`config.mk`:
```
export PLATFORM = sky130hd
export DESIGN_NAME = timer_counter
export DESIGN_NICKNAME = d
export VERILOG_FILES = /design/src/rtl/timer_counter.sv
export SDC_FILE = /design/constraint.sdc
export NUM_CORES = 1
export LEC_CHECK = 0
export CAP_MARGIN = 20
export CORE_MARGIN = 1.5
export CORE_UTILIZATION = 45
export DETAILED_ROUTE_END_ITERATION = 16
export PLACE_DENSITY_LB_ADDON = 0.15
export SETUP_SLACK_MARGIN = 0.05
export SLEW_MARGIN = 20
export SYNTH_ARGS = -nofsm -noshare
export SYNTH_HDL_FRONTEND = slang
export SYNTH_SLANG_ARGS = --single-unit
```
`constraint.sdc`:
```
create_clock -name pclk_i -period 2.3 [get_ports pclk_i]
set_input_delay 0.46 -clock pclk_i [delete_from_list [all_inputs] [get_ports pclk_i]]
set_output_delay 0.46 -clock pclk_i [all_outputs]
set_load 0.05 [all_outputs]
```
`src/rtl/timer_counter.sv`:
```
// timer_counter: 8-bit up/down count stage of the timer.
//
// Detects rising edges of the divided clock level from clock_select (all in the pclk domain)
// and advances the counter once per rising edge while enabled. Supports a synchronous load
// and keeps sticky overflow/underflow flags for the register/interrupt logic.
//
// Ports:
//   pclk_i          system clock, the only clock
//   presetn_i       synchronous active-low reset
//   clock_select_i  divided clock level, synchronous to pclk_i
//   en_i            count enable
//   up_dn_i         1 = count up, 0 = count down
//   load_i          one-cycle pulse: load tdr_i into the counter
//   tdr_i           load value
//   clr_ovf_i       one-cycle pulse: clear ovf_o
//   clr_udf_i       one-cycle pulse: clear udf_o
//   tcnt_o          counter value (registered)
//   ovf_o           sticky overflow flag (registered)
//   udf_o           sticky underflow flag (registered)
//   tick_o          one-cycle pulse (registered): the counter advanced in the previous cycle
module timer_counter #(
    parameter int unsigned WIDTH = 8
) (
    input  logic             pclk_i,
    input  logic             presetn_i,
    input  logic             clock_select_i,
    input  logic             en_i,
    input  logic             up_dn_i,
    input  logic             load_i,
    input  logic [WIDTH-1:0] tdr_i,
    input  logic             clr_ovf_i,
    input  logic             clr_udf_i,
    output logic [WIDTH-1:0] tcnt_o,
    output logic             ovf_o,
    output logic             udf_o,
    output logic             tick_o
);

    typedef enum logic {StStop, StRun} state_e;

    state_e           state_q, state_d;
    logic             clk_d_q;
    logic [WIDTH-1:0] cnt_q, cnt_d;
    logic             ovf_q, ovf_d;
    logic             udf_q, udf_d;
    logic             tick_q, tick_d;

    logic             rise;
    logic             run;

    // clk_d_q tracks the level every cycle, even when stopped, so enabling while the
    // divided clock is already high waits for a fresh rising edge.
    assign rise = clock_select_i & ~clk_d_q;

    always_comb begin
        state_d = state_q;
        unique case (state_q)
            StStop:  if (en_i)  state_d = StRun;
            StRun:   if (!en_i) state_d = StStop;
            default: state_d = StStop;
        endcase
    end

    // Leaving RUN takes effect in the same cycle, so gate on the next state.
    assign run = (state_d == StRun);

    always_comb begin
        cnt_d  = cnt_q;
        tick_d = 1'b0;
        // Clears apply first; a set below overrides a same-cycle clear.
        ovf_d  = ovf_q & ~clr_ovf_i;
        udf_d  = udf_q & ~clr_udf_i;

        if (load_i) begin
            // Load wins over a coincident edge; the edge is discarded and flags untouched.
            cnt_d = tdr_i;
        end else if (run && rise) begin
            tick_d = 1'b1;
            if (up_dn_i) begin
                cnt_d = cnt_q + WIDTH'(1);
                if (cnt_q == {WIDTH{1'b1}}) ovf_d = 1'b1;
            end else begin
                cnt_d = cnt_q - WIDTH'(1);
                if (cnt_q == '0) udf_d = 1'b1;
            end
        end
    end

    always_ff @(posedge pclk_i) begin
        if (!presetn_i) begin
            state_q <= StStop;
            clk_d_q <= 1'b0;
            cnt_q   <= '0;
            ovf_q   <= 1'b0;
            udf_q   <= 1'b0;
            tick_q  <= 1'b0;
        end else begin
            state_q <= state_d;
            clk_d_q <= clock_select_i;
            cnt_q   <= cnt_d;
            ovf_q   <= ovf_d;
            udf_q   <= udf_d;
            tick_q  <= tick_d;
        end
    end

    assign tcnt_o = cnt_q;
    assign ovf_o  = ovf_q;
    assign udf_o  = udf_q;
    assign tick_o = tick_q;

endmodule

```
* Word-level counts from Yosys, hierarchy flattened
Index checks and enable logic that the tools add are counted.
** Word-level totals
- Register bits after elaboration :: 12
- Bits in latches :: 0
- Memory bits (writable) :: 0
- ROM bits :: 0
- Input port bits :: 16
- Output and inout port bits :: 11
- Word-level logic and storage cells :: 32
- Memories :: 0
** Operators by class
- $add $sub $neg :: 2
- Multiply operators :: 0
- Div/mod/pow operators :: 0
- Order comparisons :: 0
- Equal/unequal tests :: 1
- Shift-type cells :: 0
- Multiplexer cells :: 13
- Bitwise gates (word level) :: 7
- Reduce and logical (&&, ||, !) cells :: 4
** Operators by type and width (number)
- 8-bit two-way mux :: 3
- 1-bit two-way mux :: 10
- 8-bit by 1-bit adder with 8-bit output (second input constant) :: 1
- 8-bit equality test (second input constant) :: 1
- 8-bit zero test :: 1
- 8-bit by 1-bit subtractor with 8-bit output (second input constant) :: 1
- 1-bit NOT :: 4
- 1-bit AND :: 3
- 2-bit nonzero test :: 1
- 2-bit OR reduction :: 1
- 1-bit logical AND :: 1

* Logic depth before layout (Yosys ltp)
Gate-level depths: netlist of run 1.
- Depth after elaboration :: 6
- Mapped depth :: 7
- Depth with buffers taken out :: 7

* Worst setup path after synthesis of run 1
No wires, ideal clock.
- Path type :: register to register
- Start point :: reg cnt_q[1], in the netlist tcnt_o[1]
- End point :: reg cnt_q[5], in the netlist tcnt_o[5]
- Setup time :: 0.122 ns
- Arrival :: 1.805 ns
- Required time :: 2.178 ns
- Path slack :: 0.373 ns
- Stages on the path, launching flop included :: 7
- Path buffers :: 0
- Clock period less this slack :: 1.927 ns
- Path through :: dfxtp_1 ha_1 a211oi_1 nor2_1 o21ai_1 nor2_1 a221o_1
** Between the ends
- Longest elaborated chain between the ends :: 4
- Elaborated cells on any way between the ends :: 5
- Those cells by class :: add/sub: 2; mux: 3
** Ends and longest elaborated chain
- start: declaration :: line 43 : logic [WIDTH-1:0] cnt_q, cnt_d;
- start signal: assignment :: line 100 : cnt_q <= cnt_d;
- 8-bit by 1-bit subtractor with 8-bit output or 8-bit by 1-bit adder with 8-bit output (tied branches) :: line 83, 80
- 8-bit two-way mux (*) :: line 79 : if (up_dn_i) begin
- 8-bit two-way mux (*) :: line 77 : end else if (run && rise) begin
- 8-bit two-way mux (*) :: line 74 : if (load_i) begin
Every way passes the cells marked *; elsewhere a longest branch is shown, timed or not. The select of a mux whose other input is x is not followed.
A chain may end at the register's enable or synchronous reset.

* Worst setup path after layout of run 1
- Start point :: reg cnt_q[0], in the netlist tcnt_o[0]
- End point :: out tcnt_o[0]
** RTL lines
- end: declaration :: line 33 : output logic [WIDTH-1:0] tcnt_o,
No word-level cell between the ends.

==> impl_metrics.tcl, run 1 <==
set metrics [dict create \
    outcome "complete, no violations" \
    period_needed_ps 2120 \
    p_per_area_nw_per_um2 508 \
    syn_nets 125 \
    routed.top_layer "met4" \
    cp-start-kind "register" \
    wl_met2_um 1070 \
    p_leak_nw 0.512 \
    overflow 0 \
    antenna_found_initial 0 \
    timing.final.crit_share 0.920 \
    p_int_mw 0.422 \
    synth_cell_types 38 \
    fp.dieH_um 46.1 \
    pwr-share-seq 0.377 \
    dp.final_hpwl_um 1680 \
    hp-class "register to register" \
    finClkSkew_ps 2.35 \
    start_util 0.480 \
    wl_met1_um 959 \
    port_buffers 26 \
    cpLargestDelayFamily "buffers and inverters" \
    reg2reg_from "tcnt_o[1]" \
    layout-drive-gt1-share 0.137 \
    ys.flop_type "dfxtp_1" \
    setup_viol 0 \
    fin_util 0.708 \
    cts_buffer_depth 2 \
    p_sw_mw 0.205 \
    grt_start_max_net_pins 16 \
    r2r_slack_ps 600 \
    clkSinkCount 12 \
    htree_levels 1 \
    fmax_mhz 472 \
    seq_area_frac_synth 0.287 \
    drt_first_iter_violations 14 \
    ys_warn_count 0 \
    p_comb_frac 0.349 \
    rows 15 \
    endpoint "tcnt_o[0]" \
    dr_total_vias 896 \
    clk_pin_slew_ps 80 \
    path_depth 1 \
    irDropWorstVdd_v 0.000297 \
    wirelength_um 2170 \
    antenna_cells 0 \
    slew_headroom 0.663 \
    ios 27 \
    core_area_um2 1750 \
    syn_area_um2 837 \
    fin_area_um2 1230 \
    cp_max_fo 7 \
    die_w_um 46.1 \
    syn_area_per_cell_um2 8.21 \
    rsz0062_at_grt "no" \
    ff2ff_path_depth 6 \
    cts_buffers 3 \
    routedWlPerCell_um 13.2 \
    track_usage 0.227 \
    cts_setup_buffers 0 \
    multi_input_area_um2 573 \
    placed_cell_area_um2 1190 \
    root_buffer "clkbuf_4" \
    instances_no_fill 164 \
    ys_ff_latch 12 \
    setup_slack_ps 183 \
    drtPass1Iterations 4 \
    first_global_vias 788 \
    slowest_stage "clkdlybuf4s50_1" \
    dp_cells 160 \
    pre_cts_slack_ps -140 \
    timing.rr.end "tcnt_o[5]" \
    crit_required_ps 1840 \
    drc_errors 0 \
    met3_wirelength_um 106 \
    clock_power_share 0.274 \
    synth_edf_count 0 \
    swShare 0.326 \
    endpoint_kind "output pin" \
    crit_buf_inv 1 \
    vias_per_cell 5.46 \
    finalSetupTns_ps 0 \
    place.gp.congestion 0.932 \
    area_growth_pct 47.5 \
    hold_violations 0 \
    critPathMaxStageDelay_ps 870 \
    cp_cell_sequence "clkdlybuf4s50_1" \
    cp-startpoint "tcnt_o[0]" \
    tightest_slew_ps 504 \
    syn_inst 102 \
    clkLatencyLatePin_ps 280 \
    cts_tree "built" \
    dieArea_um2 2130 \
    fillers 144 \
    crit_type "register to output pin" \
    drv_slew 0 \
    fin_nets 163 \
    route.antenna.remaining_nets 0 \
    critical_path_arrival_ps 1660 \
    grt_pass1_wl_um 3460 \
    seqCellArea_um2 240 \
    power_mw 0.627 \
    synthArstFlopShare 0 \
    worst_hold_slack_ps 491 \
    drv_cap 0 \
]
## placed cells by master (no fill, tap or decap), types with 3 or more instances in the layout
cell	netlist	final
nand3b_1	3	3
nor2_1	7	7
and2_1	6	6
inv_1	3	3
mux2i_1	3	3
ha_1	6	6
clkdlybuf4s50_1	0	26
buf_4	0	11
clkbuf_4	0	3
o21ai_0	7	7
dfxtp_1	12	12
a21oi_1	4	3
nand3_1	3	3
nand2_1	12	12
xnor2_1	3	3
## layer usage
metal  GRT usage  vias to the layer above
met5           0                        -
met4      0.0800                        0
met3      0.0745                        4
met2       0.383                       26
met1       0.266                      422
li1            -                      444
## flip-flops by register name (all words and copies together), names as in the netlist
signal and cells:
ovf_o 1, clk_d_q 1, tcnt_o 8, udf_o 1
tick_o 1
## tightest hold or removal path, delay by kind of cell (launching register included)
kind,cells,cell delay [ps]
flip-flops,1,320
AND/OR/NAND/NOR,1,70
AO/OA/AOI/OAI,1,60
## power by group through the flow
stage	Sequential (mW)	Combinational (mW)	Clock, mW
finish	0.236	0.219	0.172
global route	0.238	0.239	0.188
CTS	0.236	0.217	0.178
detailed placement	0.240	0.216	0
global placement	0.240	0.212	0
floorplan	0.273	0.0997	0
## timing repair
item / CTS / global route
hold endpoints to repair: 0 / 0
hold buffers: 0 / 0
gates resized for setup: 0 / 1
setup endpoints to repair: 0 / 1
## cell type report
class | count | share of cell area
inverters | 3 | 0.00912
well taps | 25 | 0.0253
multi-input cells | 83 | 0.464
clock buffers | 4 | 0.0294
flip-flops and latches | 12 | 0.195
repair buffers | 37 | 0.278
## cells in the mapped netlist, types with 2 or more instances
| cell type | count | area [um2] |
|---|---|---|
| a211oi_1 | 2 | 15.0 |
| a21oi_1 | 4 | 20.0 |
| and2_1 | 6 | 37.5 |
| clkbuf_1 | 3 | 11.3 |
| dfxtp_1 | 12 | 240 |
| ha_1 | 6 | 75.1 |
| inv_1 | 3 | 11.3 |
| mux2i_1 | 3 | 30.0 |
| nand2_1 | 12 | 45.0 |
| nand3_1 | 3 | 15.0 |
| nand3b_1 | 3 | 22.5 |
| nand4_1 | 2 | 12.5 |
| nor2_1 | 7 | 26.3 |
| nor2b_1 | 2 | 12.5 |
| o211ai_1 | 2 | 15.0 |
| o21ai_0 | 7 | 35.0 |
| xnor2_1 | 3 | 26.3 |
| xor2_1 | 2 | 17.5 |
## worst min path at each step
stage	cells after the start	to	slack (ps)	startpoint
floorplan	1	clk_d_q	580	clock_select_i
global placement	2	udf_o	470	udf_o
detailed placement	2	udf_o	480	udf_o
CTS	2	udf_o	490	udf_o
global route	2	udf_o	510	udf_o
finish	2	udf_o	490	udf_o
## kinds of logic (layout without fill, tap and decap cells)
family / count (synthesis) / after routing / share of synthesized area
simple gates: 42 / 42 / 0.271
buf+inv: 7 / 44 / 0.0329
xor+xnor: 5 / 5 / 0.0523
compound gates: 25 / 25 / 0.194
flops: 12 / 12 / 0.287
fa+ha+maj: 7 / 7 / 0.114
mux: 4 / 4 / 0.0493
Note: power is estimated with default switching activity, not from simulation.
==> run 2: changes to the inputs <==
--- a/config.mk
+++ b/config.mk
@@ -9,6 +9,7 @@
 export CORE_MARGIN = 1.5
 export CORE_UTILIZATION = 45
 export DETAILED_ROUTE_END_ITERATION = 16
+export HOLD_SLACK_MARGIN = 0.05
 export PLACE_DENSITY_LB_ADDON = 0.15
 export SETUP_SLACK_MARGIN = 0.05
 export SLEW_MARGIN = 20
==> results of run 2 <==
Final layout, timing and power as in run 1 (identical DEF).
==> run 3: changes to the inputs <==
--- a/config.mk
+++ b/config.mk
@@ -7,7 +7,7 @@
 export LEC_CHECK = 0
 export CAP_MARGIN = 20
 export CORE_MARGIN = 1.5
-export CORE_UTILIZATION = 45
+export CORE_UTILIZATION = 48
 export DETAILED_ROUTE_END_ITERATION = 16
 export HOLD_SLACK_MARGIN = 0.05
 export PLACE_DENSITY_LB_ADDON = 0.15
==> constraint.sdc (replaced) <==
create_clock -name pclk_i -period 2.6 [get_ports pclk_i]
set_input_delay 0.52 -clock pclk_i [delete_from_list [all_inputs] [get_ports pclk_i]]
set_output_delay 0.52 -clock pclk_i [all_outputs]
set_load 0.05 [all_outputs]
==> impl_metrics.tcl, run 3 (same netlist as run 1, synthesis figures left out) <==
set metrics [dict create \
    r2r_slack_ps 840 \
    cp_cell_sequence "clkdlybuf4s50_1, inv_1, fa_1, a21oi_1, o21bai_1, xor2_1, a221oi_1, nor2b_1" \
    fp.dieH_um 44.8 \
    cts_tree "built" \
    die_w_um 44.8 \
    cts_hold_buf 0 \
    antenna_cells 0 \
    slew_headroom 0.671 \
    clkLatencyLatePin_ps 280 \
    cts_resized 0 \
    clkSinkCount 12 \
    crit_buf_inv 2 \
    drc_errors 0 \
    layout-drive-gt1-share 0.0763 \
    track_usage 0.233 \
    outcome "complete, no violations" \
    hp-class "register to register" \
    path_depth 8 \
    timing.final.crit_share 0.866 \
    drv_slew 0 \
    cpLargestDelayFamily "buffers and inverters" \
    drt_first_iter_violations 13 \
    fmax_mhz 444 \
    slowest_stage "clkdlybuf4s50_1" \
    antenna_found_initial 0 \
    routedWlPerCell_um 13.5 \
    cp_max_fo 7 \
    dp.final_hpwl_um 1500 \
    largest_register_ffs 8 \
    first_global_vias 789 \
    p_sw_mw 0.180 \
    cts_buffer_depth 2 \
    critPathMaxStageDelay_ps 480 \
    final_common_cell "clkdlybuf4s50_1" \
    irDropWorstVdd_v 0.000276 \
    p_per_area_nw_per_um2 469 \
    start_util 0.531 \
    core_area_um2 1580 \
    area_growth_pct 38.6 \
    ff2ff_path_depth 6 \
    drv_cap 0 \
    root_buffer "clkbuf_4" \
    ios 27 \
    cp-start-kind "input port" \
    finalSetupTns_ps 0 \
    dr_total_vias 848 \
    reg2reg_from "tcnt_o[0]" \
    timing.rr.end "tcnt_o[4]" \
    worst_hold_slack_ps 485 \
    setup_viol 0 \
    clk_pin_slew_ps 80 \
    grt_pass1_wl_um 3380 \
    endpoint_kind "register" \
    layout_common_cells "clkdlybuf4s50_1, nand2_1, dfxtp_1, o21ai_0, nor2_1" \
    port_buffers 26 \
    pwr-share-seq 0.383 \
    overflow 0 \
    fin_util 0.736 \
    htree_levels 1 \
    place.gp.congestion 0.896 \
    fin_nets 155 \
    swShare 0.330 \
    p_int_mw 0.365 \
    grt_start_max_net_pins 16 \
    cts_setup_buffers 0 \
    finClkSkew_ps 4.13 \
    wirelength_um 1990 \
    tightest_slew_ps 492 \
    cts_buffers 3 \
    drtPass1Iterations 4 \
    power_mw 0.544 \
    period_needed_ps 2250 \
    endpoint "tcnt_o[4]" \
    route.antenna.remaining_nets 0 \
    p_comb_frac 0.333 \
    vias_per_cell 5.77 \
    dieArea_um2 2000 \
    p_leak_nw 0.471 \
    crit_type "input port to register" \
    rsz0062_at_grt "no" \
    clock_power_share 0.284 \
    cp-startpoint "up_dn_i" \
    hold_violations 0 \
    rows 14 \
    critical_path_arrival_ps 2420 \
    crit_required_ps 2770 \
]
run 3: per-layer routing:
layer | track usage | routed length, um | up-vias
li1 | - | - | 427
met1 | 0.299 | 942 | 384
met2 | 0.386 | 912 | 32
met3 | 0.0280 | 83 | 5
met4 | 0.115 | 46 | 0
met5 | 0 | 0 | -
run 3: cell type report:
class | count | area, um2
tap | 16 | 20.0
fill | 128 | 417
timing repair buffer | 29 | 283
inverter | 3 | 11.3
clock buffer | 4 | 36.3
multi-input combinational | 83 | 569
sequential | 12 | 240
run 3: stage by stage:
stage          instance area, um2  setup WS (ps)  instances
4_1_cts                      1160            329        147
3_5_place_dp                 1120           47.5        143
3_3_place_gp                 1120            114        143
5_1_grt                      1160            178        147
6_report                     1160            348        147
2_1_floorplan                 837            673        102
run 3: worst min path at each step:
stage | from | to | depth (start not counted)
final | udf_o | udf_o | 2
after global placement | udf_o | udf_o | 2
after CTS | udf_o | udf_o | 2
after global routing | udf_o | udf_o | 2
after detailed placement | udf_o | udf_o | 2
after floorplan | clk_d_q | tcnt_o[6] | 3
run 3: worst reg2reg max path: stages (launching register included):
cell      delay [ps]
dfxtp_1          400
fa_1             450
a21oi_1          190
o21bai_1         110
xor2_1           150
a221oi_1         280
nor2b_1           70
run 3: power groups by stage:
stage	registers, mW	clock network (mW)	logic [mW]
floorplan	0.241	0	0.0882
global placement	0.212	0	0.177
detailed placement	0.213	0	0.180
CTS	0.209	0.159	0.181
global route	0.210	0.170	0.197
finish	0.209	0.155	0.181
